--- src/rtl/adc_frontend_pkg.sv ---
// Shared definitions for the ADC front-end blocks: capture FSM states and
// the default capture buffer depth.
package adc_frontend_pkg;

  localparam int DEFAULT_DEPTH = 1024;

  typedef enum logic [1:0] {
    IDLE    = 2'd0,
    CAPTURE = 2'd1,
    DONE    = 2'd2
  } capture_state_t;

endpackage

--- src/rtl/snapshot_capture_if.sv ---
// Sample stream in / capture buffer write port bundle for snapshot_capture.
// The capture block is the master: it consumes ADC samples and drives the
// buffer write port. The slave side is the ADC front end plus the buffer.
interface snapshot_capture_if #(
  parameter int SAMPLE_W = 16,
  parameter int ADDR_W   = 10
);

  logic                adc_valid;
  logic [SAMPLE_W-1:0] adc_data;
  logic                buf_wr_en;
  logic [ADDR_W-1:0]   buf_wr_addr;
  logic [SAMPLE_W-1:0] buf_wr_data;

  modport master (
    input  adc_valid,
    input  adc_data,
    output buf_wr_en,
    output buf_wr_addr,
    output buf_wr_data
  );

  modport slave (
    output adc_valid,
    output adc_data,
    input  buf_wr_en,
    input  buf_wr_addr,
    input  buf_wr_data
  );

endinterface

--- src/rtl/snapshot_capture.sv ---
// Snapshot capture: on a rising edge of stream_enable, writes the next
// min(snap_len, DEPTH) valid ADC samples into the capture buffer starting at
// address 0, then reports completion until stream_enable is dropped.
// Dropping stream_enable mid-capture aborts with a one-cycle pulse.
module snapshot_capture
  import adc_frontend_pkg::*;
#(
  parameter  int SAMPLE_W = 16,
  parameter  int DEPTH    = DEFAULT_DEPTH,
  parameter  int LEN_W    = 32,
  localparam int ADDR_W   = $clog2(DEPTH)
) (
  input  logic                 clk,
  input  logic                 rst,
  input  logic                 stream_enable,
  input  logic [LEN_W-1:0]     snap_len,
  snapshot_capture_if.master   bus,
  output logic                 snapshot_done,
  output logic                 capture_abort,
  output logic [ADDR_W:0]      sample_count
);

  localparam logic [LEN_W-1:0] DEPTH_LEN = LEN_W'(DEPTH);
  localparam logic [ADDR_W:0]  DEPTH_CNT = (ADDR_W+1)'(DEPTH);

  capture_state_t state, state_next;

  logic            enable_q;
  logic            start_edge;
  logic [ADDR_W:0] len_clamped;
  logic [ADDR_W:0] len_q;
  logic            load;
  logic            accept;
  logic            abort;

  assign start_edge    = stream_enable & ~enable_q;
  assign snapshot_done = (state == DONE);

  // Clamp the requested length to the buffer depth so the address never wraps
  always_comb begin
    len_clamped = snap_len[ADDR_W:0];
    if (snap_len > DEPTH_LEN) begin
      len_clamped = DEPTH_CNT;
    end
  end

  // State register
  always_ff @(posedge clk) begin
    if (rst) begin
      state <= IDLE;
    end else begin
      state <= state_next;
    end
  end

  // Next-state logic plus the load/accept/abort strobes for the datapath
  always_comb begin
    state_next = state;
    load       = 1'b0;
    accept     = 1'b0;
    abort      = 1'b0;
    case (state)
      IDLE: begin
        if (start_edge) begin
          load       = 1'b1;
          state_next = (len_clamped == '0) ? DONE : CAPTURE;
        end
      end
      CAPTURE: begin
        if (!stream_enable) begin
          abort      = 1'b1;
          state_next = IDLE;
        end else if (bus.adc_valid) begin
          accept = 1'b1;
          if ((sample_count + 1'b1) == len_q) begin
            state_next = DONE;
          end
        end
      end
      DONE: begin
        if (!stream_enable) begin
          state_next = IDLE;
        end
      end
      default: begin
        state_next = IDLE;
      end
    endcase
  end

  // Enable history for edge detection and length latched at the start edge
  always_ff @(posedge clk) begin
    if (rst) begin
      enable_q <= 1'b0;
      len_q    <= '0;
    end else begin
      enable_q <= stream_enable;
      if (load) begin
        len_q <= len_clamped;
      end
    end
  end

  // Sample counter: cleared on start, saturating at the buffer depth
  always_ff @(posedge clk) begin
    if (rst) begin
      sample_count <= '0;
    end else if (load) begin
      sample_count <= '0;
    end else if (accept && (sample_count != DEPTH_CNT)) begin
      sample_count <= sample_count + 1'b1;
    end
  end

  // Registered buffer write port and abort pulse
  always_ff @(posedge clk) begin
    if (rst) begin
      bus.buf_wr_en   <= 1'b0;
      bus.buf_wr_addr <= '0;
      bus.buf_wr_data <= '0;
      capture_abort   <= 1'b0;
    end else begin
      bus.buf_wr_en <= accept;
      if (accept) begin
        bus.buf_wr_addr <= sample_count[ADDR_W-1:0];
        bus.buf_wr_data <= SAMPLE_W'(bus.adc_data);
      end
      capture_abort <= abort;
    end
  end

endmodule

--- src/flat_wrapper.sv ---
// flat-port wrapper written by rule: the top's interface ports become plain ports
module snapshot_capture_flat import adc_frontend_pkg::*;
#(
  parameter  int SAMPLE_W = 16,
  parameter  int DEPTH    = DEFAULT_DEPTH,
  parameter  int LEN_W    = 32,
  localparam int ADDR_W   = $clog2(DEPTH)
)
  (clk, rst, stream_enable, snap_len, snapshot_done, capture_abort, sample_count, bus_adc_valid, bus_adc_data, bus_buf_wr_en, bus_buf_wr_addr, bus_buf_wr_data);
  snapshot_capture_if #(.SAMPLE_W(SAMPLE_W), .ADDR_W((10))) bus_i ();
  input  logic clk;
  input  logic rst;
  input  logic stream_enable;
  input  logic [LEN_W-1:0] snap_len;
  output logic snapshot_done;
  output logic capture_abort;
  output logic [ADDR_W:0] sample_count;
  input wire logic [$bits(bus_i.adc_valid)-1:0] bus_adc_valid;
  input wire logic [$bits(bus_i.adc_data)-1:0] bus_adc_data;
  output wire logic [$bits(bus_i.buf_wr_en)-1:0] bus_buf_wr_en;
  output wire logic [$bits(bus_i.buf_wr_addr)-1:0] bus_buf_wr_addr;
  output wire logic [$bits(bus_i.buf_wr_data)-1:0] bus_buf_wr_data;
  assign bus_i.adc_valid = bus_adc_valid;
  assign bus_i.adc_data = bus_adc_data;
  assign bus_buf_wr_en = bus_i.buf_wr_en;
  assign bus_buf_wr_addr = bus_i.buf_wr_addr;
  assign bus_buf_wr_data = bus_i.buf_wr_data;
  snapshot_capture #(.SAMPLE_W(SAMPLE_W), .DEPTH(DEPTH), .LEN_W(LEN_W)) u_core (.clk(clk), .rst(rst), .stream_enable(stream_enable), .snap_len(snap_len), .bus(bus_i), .snapshot_done(snapshot_done), .capture_abort(capture_abort), .sample_count(sample_count));
endmodule
--- config.mk ---
export PLATFORM = sky130hd
export DESIGN_NAME = snapshot_capture_flat
export DESIGN_NICKNAME = d
export VERILOG_FILES = /design/src/rtl/adc_frontend_pkg.sv /design/src/rtl/snapshot_capture_if.sv /design/src/rtl/snapshot_capture.sv /design/src/flat_wrapper.sv
export SDC_FILE = /design/constraint.sdc
export NUM_CORES = 1
export LEC_CHECK = 0
export CORE_UTILIZATION = 39
export DETAILED_ROUTE_END_ITERATION = 16
export PLACE_DENSITY = 0.76
export SLEW_MARGIN = 20
export SYNTH_ARGS = -nofsm -noshare
export SYNTH_HDL_FRONTEND = slang
export SYNTH_SLANG_ARGS = --single-unit
--- constraint.sdc ---
create_clock -name clk -period 1.8 [get_ports clk]
set_input_delay 0.27 -clock clk [delete_from_list [all_inputs] [get_ports clk]]
set_output_delay 0.27 -clock clk [all_outputs]
set_load 0.01 [all_outputs]
## Word-level counts from Yosys, hierarchy flattened

Cells that the tools add are included.

| storage, ports and cells | value |
|---|---|
| flip-flop bits (word level) | 53 |

| operators by class | value |
|---|---|
| $lt $le $gt $ge | 1 |
| add/subtract/negate cells | 1 |
| bitwise operators | 3 |
| muxes and demuxes | 14 |
| equality and inequality tests | 8 |
| reductions and logical operators | 6 |

Operators with widths:

| cell | number |
|---|---|
| greater-than comparator 32 x 11 -> 1 bit (second input constant) | 1 |
| two-way mux 2 bit | 6 |
| adder 11 x 1 -> 11 bit (second input constant) | 1 |
| == test 11 bit | 1 |
| logical NOT 11 bit | 1 |
| two-way mux 11 bit | 1 |
| inequality test 11 bit (second input constant) | 1 |
| two-way mux 1 bit | 6 |
| case mux 2 bit (3 select lines) | 1 |
| AND reduction 4 bit | 1 |
| OR reduction 2 bit | 2 |
| inequality test 3 x 2 -> 1 bit (second input constant) | 1 |
| inequality test 3 bit (second input constant) | 1 |
| == test 2 x 1 -> 1 bit (second input constant) | 1 |
| == test 2 bit (second input constant) | 1 |
| logical NOT 2 bit | 1 |
| inequality test 2 x 1 -> 1 bit (second input constant) | 1 |
| inequality test 2 bit (second input constant) | 1 |
| inverter 1 bit | 2 |
| AND 1 bit | 1 |
| logical AND 1 bit | 1 |

## Longest topological paths before layout

| depth | value |
|---|---|
| depth after elaboration | 6 |
| depth in mapped cells | 8 |
| mapped depth without buffers | 7 |

## Least setup slack after synthesis

No wires, ideal clock.

| path | value |
|---|---|
| path type | register to register |
| start | register u_core.sample_count[0] |
| end | register u_core.state[1] |
| data arrival time | 1.889 ns |
| buffers on the path | 0 |
| path slack | -0.150 ns |
| stages on the path, launching flop included | 8 |
| path through | dfxtp_1 inv_1 ha_1 xnor2_1 nand4_1 a2111o_1 o31ai_2 and4_1 |

| between the ends | value |
|---|---|
| word-level cells in the longest chain between the ends | 4 |

Ends and longest elaborated chain:

| element | line | RTL |
|---|---|---|
| start, declared | snapshot_capture.sv:20 | `output logic [ADDR_W:0] sample_count` |
| start signal, assigned | snapshot_capture.sv:111 | `sample_count <= sample_count + 1'b1;` |
| adder 11 x 1 -> 11 bit | snapshot_capture.sv:75 | `if ((sample_count + 1'b1) == len_q) begin` |
| == test 11 bit | snapshot_capture.sv:75 |  |
| inequality test 3 x 2 -> 1 bit (no line) | n/a |  |
| AND reduction 4 bit (no line) | n/a |  |
| end signal, assigned | snapshot_capture.sv:52 | `state <= state_next;` |
| end, declared | snapshot_capture.sv:26 | `capture_state_t state, state_next;` |

No other way between the ends.
A chain may end at the register's enable or synchronous reset.

## Final worst setup path

| path | value |
|---|---|
| start | register u_core.sample_count[1] |
| end | register u_core.state[1] |

The elaborated chain is that of the path after synthesis.

==> results.toml <==
[floorplanning]
die-area_um2 = 6380
core-area_um2 = 5680
die_w_um = 79.9
rows = 27
die_y_um = 79.9
io_pins = 92
start_util_pct = 41.7

[yosys]
ys_types = 44
syn_area_per_cell_um2 = 8.33
syn_nets = 338
ys_ff_latch = 53
synthCells = 284
synth-edff-count = 0
yosys_most_used_dff = "dfxtp_1"
yosysSeqAreaShare_pct = 44.9
synthesis.area_um2 = 2360
async_reset_ff_share_pct = 0
yosys_warnings = 0

[timing]
setup_viol = 1
setup_slack_ns = -0.0223
slew_violations = 0
fin_skew_ns = 0.00372
timing.setup.tns_ns = -0.0223
fin_crit_sh_pct = 101
tightest_slew_ns = 0.570
hold_viol = 0
relSlewSlack_pct = 61.8
fmax_mhz = 549
grt_setup_unrepaired = "true"
fin_crit_ns = 1.82

[setup_path]
worstPathArrival_ns = 2.07
crit_path_max_incr_delay_ns = 0.37
crit_path_end = "u_core.state[1]"
critPathLaunch = "u_core.sample_count[1]"
crit_slowest_cell = "dfxtp_4"
crit_chain = "buf_6 > and2_4 > buf_4 > and3_1 > o21ai_1 > a32oi_2 > o31ai_4 > and4_1"
crit_path_start_kind = "flip-flop"
rrSetupSlack_ns = -0.02
cp_max_fo = 5
timing.rr.start = "u_core.sample_count[1]"
reg2reg_to = "u_core.state[1]"
cp.required_ns = 2.05
cp.depth = 8
reg2reg_depth = 8
cp-end-kind = "flip-flop"
critPathTopFamily = "compound AO/OA/AOI/OAI gates"
worst-path-buf-inv = 2
crit_type = "reg -> reg"

[detailed_routing]
vias = 2450
drt_iter0_drc = 94
drt_pass1_iterations = 4
wire_per_inst_um = 12.6
vias_per_cell = 5.05
drtAntennaViolNets = 0
drc = 0
wirelength_um = 6110

[clock_network]
clockRootBuffer = "clkbuf_8"
clock_sinks = 53
postCtsHoldBufs = 0
clk-insertion-delay-late_ns = 0.30
htreeDepth = 2
clk_pin_slew_ns = 0.09
cts_tree = "yes"
clockBufferDepth = 2
cts_buffers = 5

[grt]
grt_max_degree = 28
grt_overflow_total = 0
antenna_found_initial = 0
grt_use_total_pct = 19.9
grt_pass1_wl_um = 10100
grt_pass1_vias = 2316

[power_and_ir_drop]
ir_worst_vdd_mv = 0.339
power.total_mw = 2.26
power_leakage_nw = 1.41
power_density_nw_per_um2 = 583

[finish]
diodes = 0
final.fill_count = 485
finish.net_count = 466
area_growth_pct = 64.1
drive_above_1_share_pct = 18.6
fin_area_um2 = 3880

[hold_path]
hp-start = "u_core.bus.buf_wr_data[14]"
hp-class = "reg -> reg"

[status]
status = "finished with violations"
violations = "setup timing"

[job]
cap_violations = 0

[place]
place_area_um2 = 3650
dp_worst_setup_slack_ns = -0.316
dp_hpwl_um = 4700
gp_congestion = 0.834
port_buffers = 91
## how the worst min path moves through the flow
stage          slack [ns]  cells past startpoint                         end
2_1_floorplan        0.35                      1        u_core.capture_abort
3_3_place_gp         0.44                      2  u_core.bus.buf_wr_data[14]
3_5_place_dp         0.45                      2  u_core.bus.buf_wr_data[14]
4_1_cts              0.46                      2  u_core.bus.buf_wr_data[14]
5_1_grt              0.48                      2   u_core.bus.buf_wr_data[9]
6_report             0.46                      2  u_core.bus.buf_wr_data[14]
## layout make-up
cell class | count | area [um2] | share of cell area, %
Clock buffer | 7 | 86.3 | 2.22
Clock inverter | 1 | 30.0 | 0.774
Inverter | 5 | 18.8 | 0.484
Multi-Input combinational cell | 209 | 1290 | 33.4
Sequential cell | 53 | 1070 | 27.7
Tap cell | 72 | 90.1 | 2.32
Timing Repair Buffer | 138 | 1290 | 33.2
## worst register-to-register path, delay by kind of cell (launching register included)
family                 cells  cell delay [ns]
buffers and inverters      2             0.26
AOI/OAI and AO/OA          3             0.61
and+or+nand+nor            3             0.53
DFF                        1             0.37
## kinds of logic (layout without fill, tap and decap cells)
kind of cell	after synthesis	in the layout	share of synthesized area [%]
and+or+nand+nor	126	126	26.1
DFF	53	53	44.9
xor gates and xnor gates	20	20	7.41
adders and majority gates	2	2	1.06
buffers and inverters	22	151	3.76
AOI/OAI and AO/OA	59	59	15.9
muxes	2	2	0.899
## cells in the final DEF (no fill, tap or decap), types with 2 or more instances in the layout
cell type and instances:
clkdlybuf4s50_1 91, nand2_1 58, dfxtp_1 49, buf_4 43, a21oi_1 33, nor2_1 19
xnor2_1 11, nand3_1 9, xor2_1 9, a22o_1 9, o21ai_0 6, clkbuf_8 6
nor2b_1 5, nand4_1 5, inv_1 3, nor4_1 3, and3_1 3, nor3_1 3
buf_6 3, dfxtp_4 3, inv_2 2, nor4b_2 2, or4_1 2, o21ai_1 2
nand3b_1 2, ha_4 2
## state kept, by name, indices dropped and copies added, names as in the netlist
signal	cells
u_core.bus.buf_wr_addr	10
u_core.state	2
u_core.sample_count	11
u_core.capture_abort	1
u_core.enable_q	1
u_core.len_q	11
u_core.bus.buf_wr_data	16
u_core.bus.buf_wr_en	1
## Yosys cell counts, types with 3 or more instances
cell type	instances	area share [%]
xnor2_1	11	4.1
a22o_1	9	3.3
xor2_1	9	3.3
inv_1	5	0.79
or4_1	3	0.95
nor3_1	3	0.63
nor4_1	5	1.3
and3_1	3	0.79
nor2b_1	5	1.3
clkbuf_1	12	1.9
nor2_1	19	3.0
nand2_1	58	9.2
nand3_1	9	1.9
nand4_1	5	1.3
a21oi_1	33	7.0
o21ai_0	8	1.7
dfxtp_1	53	45
## layer usage
layer	track usage [%]	part of all wire, %	vias to the layer above
li1	-	-	1239
met1	23.4	43	1117
met2	35.8	50	86
met3	4.11	5.5	8
met4	6.25	1.3	0
met5	0	0	-
## through the flow
step                      instances  hold WS (ns)  util (%)
after floorplan                 284         0.349         -
after global placement          473         0.442      64.3
after detailed placement        473         0.445      64.3
after CTS                       485         0.458      67.8
after global routing            485         0.479      68.4
final                           485         0.456      68.4
## where the power goes
part | internal (mW) | leakage (nW) | switching (mW) | total (mW)
registers | 1.18 | 0.431 | 0.0102 | 1.19
clock network | 0.453 | 0.0585 | 0.359 | 0.812
logic | 0.165 | 0.925 | 0.0935 | 0.258
## timing repair
item                                    4_1_cts  5_1_grt
buffers inserted                              4        0
cloned                                        0        0
pin swaps                                    11        4
resized for setup                            14        6
endpoints found under the hold margin         0        0
endpoints found under the setup margin        3       14
Note: power is estimated with default switching activity, not from simulation.
